$ cat src/rtl/dff_delay_line_tapped.sv
// Enable-gated DFF delay line with per-stage valid bits, a runtime tap mux,
// synchronous flush and an incrementally maintained occupancy counter.
module dff_delay_line_tapped #(
    parameter int WIDTH = 8,
    parameter int DEPTH = 8,
    parameter int TAP_W = 3,
    parameter int CNT_W = 4
) (
    input  logic             CLK,
    input  logic             RST,
    input  logic             en,
    input  logic             flush,
    input  logic [WIDTH-1:0] in,
    input  logic             in_valid,
    input  logic [TAP_W-1:0] tap_sel,
    output logic [WIDTH-1:0] tap_out,
    output logic             tap_valid,
    output logic             tap_err,
    output logic [WIDTH-1:0] last_out,
    output logic             last_valid,
    output logic [CNT_W-1:0] fill_cnt,
    output logic             full
);

    localparam logic [TAP_W:0] DEPTH_L = (TAP_W+1)'(DEPTH);

    logic [WIDTH-1:0] d_q [DEPTH];
    logic [WIDTH-1:0] d_d [DEPTH];
    logic [DEPTH-1:0] v_q, v_d;
    logic [CNT_W-1:0] cnt_q, cnt_d;

    always_comb begin
        d_d   = d_q;
        v_d   = v_q;
        cnt_d = cnt_q;
        if (flush) begin
            for (int i = 0; i < DEPTH; i++) d_d[i] = '0;
            v_d   = '0;
            cnt_d = '0;
        end else if (en) begin
            d_d[0] = in;
            for (int i = 1; i < DEPTH; i++) d_d[i] = d_q[i-1];
            v_d = {v_q[DEPTH-2:0], in_valid};
            // Entering and leaving valids cancel, so cnt stays within 0..DEPTH
            cnt_d = cnt_q + CNT_W'(in_valid) - CNT_W'(v_q[DEPTH-1]);
        end
    end

    always_ff @(posedge CLK or posedge RST) begin
        if (RST) begin
            for (int i = 0; i < DEPTH; i++) d_q[i] <= '0;
            v_q   <= '0;
            cnt_q <= '0;
        end else begin
            d_q   <= d_d;
            v_q   <= v_d;
            cnt_q <= cnt_d;
        end
    end

    // Out-of-range selects fall back to the last stage
    always_comb begin
        tap_err   = ({1'b0, tap_sel} >= DEPTH_L);
        tap_out   = d_q[DEPTH-1];
        tap_valid = v_q[DEPTH-1];
        for (int i = 0; i < DEPTH; i++) begin
            if ({1'b0, tap_sel} == (TAP_W+1)'(i)) begin
                tap_out   = d_q[i];
                tap_valid = v_q[i];
            end
        end
    end

    assign last_out   = d_q[DEPTH-1];
    assign last_valid = v_q[DEPTH-1];
    assign fill_cnt   = cnt_q;
    assign full       = (cnt_q == CNT_W'(DEPTH));

endmodule

$ cat config.mk
export PLATFORM = sky130hd
export DESIGN_NAME = dff_delay_line_tapped
export DESIGN_NICKNAME = d
export VERILOG_FILES = /design/src/rtl/dff_delay_line_tapped.sv
export SDC_FILE = /design/constraint.sdc
export NUM_CORES = 1
export LEC_CHECK = 0
export ABC_CLOCK_PERIOD_IN_PS = 3500
export BUFFER_PORTS_ARGS = -buffer_cell sky130_fd_sc_hd__buf_4
export CORE_MARGIN = 3
export CORE_UTILIZATION = 55
export CTS_CLUSTER_SIZE = 20
export DETAILED_ROUTE_END_ITERATION = 8
export HOLD_SLACK_MARGIN = 0.15
export PLACE_DENSITY = 0.75
export SYNTH_ARGS = -nofsm -noshare
export SYNTH_HDL_FRONTEND = slang
export SYNTH_SLANG_ARGS = --single-unit
export TNS_END_PERCENT = 50
$ cat constraint.sdc
create_clock -name CLK -period 3.5 [get_ports CLK]
set_input_delay 0.7 -clock CLK [delete_from_list [all_inputs] [get_ports CLK]]
set_output_delay 0.7 -clock CLK [all_outputs]
set_load 0.02 [all_outputs]
### Yosys cells after proc, flatten, opt, wreduce, memory -nomap -nowiden

Cells that the tools add are included.

* word-level logic and storage cells: 44
* input bits: 16
* register bits: 76
* output and inout bits: 24

* add/subtract/negate cells: 2
* muxes and demuxes: 22
* equality and inequality tests: 8
* reduce and logical (&&, ||, !) cells: 2

Operator list (count)
* 64-bit two-way mux: 2
* 8-bit two-way mux: 10
* 3-bit equality test (second input constant): 4
* 1-bit two-way mux: 8
* 4-bit two-way mux: 2
* 3-bit by 2-bit equality test with 1-bit output (second input constant): 2
* 4-bit by 1-bit adder with 4-bit output: 1
* 4-bit equality test (second input constant): 1
* 4-bit by 1-bit subtractor with 4-bit output: 1
* 3-bit by 1-bit equality test with 1-bit output (second input constant): 1
* 3-bit zero test: 1
* 2-bit nonzero test: 1

### Logic depth before layout (Yosys ltp)

* depth after elaboration: 9
* mapped depth: 8
* gate-level depth less buffers: 8

### Least setup slack after synthesis

Ideal clock, no wire load.

* path type: input port to output port
* start point: input tap_sel[1]
* end point: output tap_out[6]
* required time: 2800 ps
* data arrival time: 1866 ps
* stages: 6
* path buffers: 3
* path slack: 934 ps
* path through: buf_6 > buf_6 > buf_2 > nand2_1 > o22ai_1 > a222oi_1

* longest elaborated chain between the ends: 9
* elaborated cells on any way between the ends: 16
* classes of those cells: eq/ne: 7; mux: 8; reduce/logical: 1

RTL lines
* start, declared: line 15 `input logic [TAP_W-1:0] tap_sel,`
* 3-bit zero test: line 67 `if ({1'b0, tap_sel} == (TAP_W+1)'(i)) begin`
* 8-bit two-way mux (7 in series): line 67
* 8-bit two-way mux (*): line 67
* end, declared: line 16 `output logic [WIDTH-1:0] tap_out,`

Mark *: on every way between the ends. The rest lies on a longest branch, timed or not.

### Worst setup path after layout

* start point: input tap_sel[1]
* end point: output tap_out[1]

The elaborated chain is that of the path after synthesis.

==> results_dict.tcl <==
set metrics [dict create \
    worst_hold_slack_ps 546 \
    pre_cts_ws_ps 533 \
    critPathKind "input port to output pin" \
    crit_top_cell "buf_4" \
    post-route-util_pct 64.6 \
    endpoint_kind "output pin" \
    worst_pin_slew_ps 956 \
    syn_area_mm2 0.00408 \
    wl_mm 7.87 \
    ant_nets 0 \
    clk_latency_ps 340 \
    seq_area_frac_synth_pct 46.7 \
    critPathMaxStageDelay_ps 460 \
    chipWidth_um 92.1 \
    post_cts_resize_count 0 \
    slew_headroom_pct 36.3 \
    drv_slew 0 \
    min_delay_path_depth 2 \
    yosys_register_bits 76 \
    drc 0 \
    yosysWarnings 0 \
    fin_nets 423 \
    place_congestion 0.788 \
    cts.sinks 76 \
    coreArea_mm2 0.00698 \
    max_freq_ghz 0.337 \
    vias 2864 \
    hold_path_class "register to register" \
    syn_nets 408 \
    num_antenna_cells 0 \
    total_power_mw 1.80 \
    die_y_um 92.1 \
    syn_avg_cell_area_um2 10.6 \
    placed_area_mm2 0.00431 \
    setup_tns_ps 0 \
    status "completed" \
    timing.final.ws_setup_ps 535 \
    clockBufferDepth 2 \
    grt_antenna_before_repair 0 \
    numCtsBuffers 9 \
    critPathRequiredTime_ps 2800 \
    period_share_pct 84.7 \
    path_clk_slew_ps 70 \
    row_count 30 \
    grt_max_degree 79 \
    leakage_nw 2.26 \
    numPortBuffers 38 \
    boundaryPins 40 \
    crit_chain "buf_4, mux2_1, mux4_2, o32a_1, buf_4" \
    cp_data_arrival_time_ps 2270 \
    fin_cells 502 \
    vias_per_cell 5.71 \
    yosysUniqueCellTypes 48 \
    crit_fanout 41 \
    wl_per_cell_um 15.7 \
    pwr_density_cell_mw_per_mm2 400 \
    cts_tree "yes" \
    ctsHoldBuffers 0 \
    cp_slowest_cell "mux4_2" \
    root_buffer "clkbuf_8" \
    start_kind "input port" \
    drive_gt1_share_pct 17.0 \
    clock_skew_ps 10.2 \
    first_pass_iters 4 \
    peakVddDrop_mv 0.272 \
    track_usage_pct 20.1 \
    synth_edf_count 0 \
    cts_setup_buffers 0 \
    setup_viol 0 \
    hold_viol_final 0 \
    drt_first_iter_violations 185 \
    drv_cap 0 \
    async_reset_ff_share_pct 100 \
    final.min_clock_period_ps 2970 \
    dp.cells 486 \
    die_area_mm2 0.00848 \
    grt.overflow.total 0 \
    initial_core_util_pct 58.4 \
    rsz0062_at_grt "false" \
    grt_pass1_vias 2892 \
    area_delta_synth_final_pct 10.7 \
    grt_pass1_wl_mm 13.8 \
    yosys_most_used_dff "dfrtp_1" \
    cts.htree.levels 3 \
    netlist_instances 386 \
    r2r_cells 7 \
    dp_hpwl_mm 4.97 \
    final_cell_area_mm2 0.00451 \
]
area by class of cell:
class	instances	area, um^2
tap	96	120
inverter	11	41.3
clock inverter	5	50.0
fill	594	2470
clock buffer	11	151
timing repair buffer	42	328
multi-input combinational	261	1920
sequential	76	1900
critical path, delay by kind of cell:
family / cells / cell delay (ps)
mux: 2 / 830
buf+inv: 2 / 530
compound gates: 1 / 180
report_power, final:
part	leakage, nW	internal (mW)	total (mW)	switching, mW
sequential	1.05	0.894	0.908	0.0143
clock	0.109	0.363	0.670	0.307
combinational	1.10	0.0892	0.225	0.135
cells in the mapped netlist (2+ instances only):
| cell | number | area (um^2) |
|---|---|---|
| mux2i_1 | 80 | 801 |
| nor2_1 | 88 | 330 |
| dfrtp_1 | 76 | 1900 |
| a22o_1 | 2 | 17.5 |
| a211oi_1 | 7 | 52.6 |
| o32a_1 | 4 | 40.0 |
| buf_4 | 10 | 75.1 |
| a22oi_1 | 5 | 37.5 |
| o21ai_1 | 2 | 10.0 |
| a32o_1 | 2 | 20.0 |
| mux4_2 | 6 | 135 |
| buf_1 | 4 | 15.0 |
| mux2_2 | 2 | 22.5 |
| buf_2 | 14 | 70.1 |
| clkbuf_1 | 8 | 30.0 |
| a21oi_1 | 9 | 45.0 |
| mux2_1 | 4 | 45.0 |
| nor2b_1 | 4 | 25.0 |
| ha_1 | 5 | 62.6 |
| o21ai_0 | 5 | 25.0 |
| nand2_1 | 7 | 26.3 |
| o22ai_1 | 3 | 18.8 |
| nor3_1 | 4 | 20.0 |
| inv_1 | 10 | 37.5 |
| buf_6 | 2 | 22.5 |
state kept, by name, summed over array words and instances, names as in the netlist:
signal / flops
d_q: 56
fill_cnt: 4
last_out: 8
v_q: 8
kinds of logic (layout without fill, tap and decap cells):
logic type                 count (synthesis)  in the layout  synth area share, %
xor gates and xnor gates                   1              1                0.215
other                                      1              1               0.0920
muxes                                     92             92                 24.6
adders and majority gates                  6              6                 2.03
and+or+nand+nor                          109            109                 11.0
AOI/OAI and AO/OA                         52             52                 9.18
buffers and inverters                     49             69                 6.23
DFF                                       76             76                 46.7
layer usage:
metal	wire length (um)	global-route usage (%)	up-vias
met2	3820	32.9	58
met5	0	0	-
li1	-	-	1379
met4	131	7.30	0
met1	3600	25.9	1417
met3	308	4.84	10
final timing paths:
kind                                           endpoint                from  slack, ps
min in group asynchronous           d_q[62]$_DFFE_PP0P_                 RST        640
worst max-delay path                         tap_out[1]          tap_sel[1]        530
max in group asynchronous           d_q[20]$_DFFE_PP0P_                 RST       2230
worst max register to register  fill_cnt[3]$_DFFE_PP0P_  v_q[7]$_DFFE_PP0P_       1490
worst min register to register       v_q[3]$_DFFE_PP0P_  v_q[2]$_DFFE_PP0P_        550
worst min-delay path                 v_q[3]$_DFFE_PP0P_  v_q[2]$_DFFE_PP0P_        550
layout by cell type (no fill, tap or decap), types with 5 or more instances in the layout:
cell type  Yosys  final
a211oi_1       7      7
dfrtp_1       76     76
nand2_1        7      7
o21ai_0        5      5
inv_1         10      9
mux2i_1       80     80
clkbuf_8       0     11
nor2_1        88     88
buf_4         10     41
a21oi_1        9      9
ha_1           5      5
a22oi_1        5      5
mux4_2         6      6
Note: power is estimated with default switching activity, not from simulation.
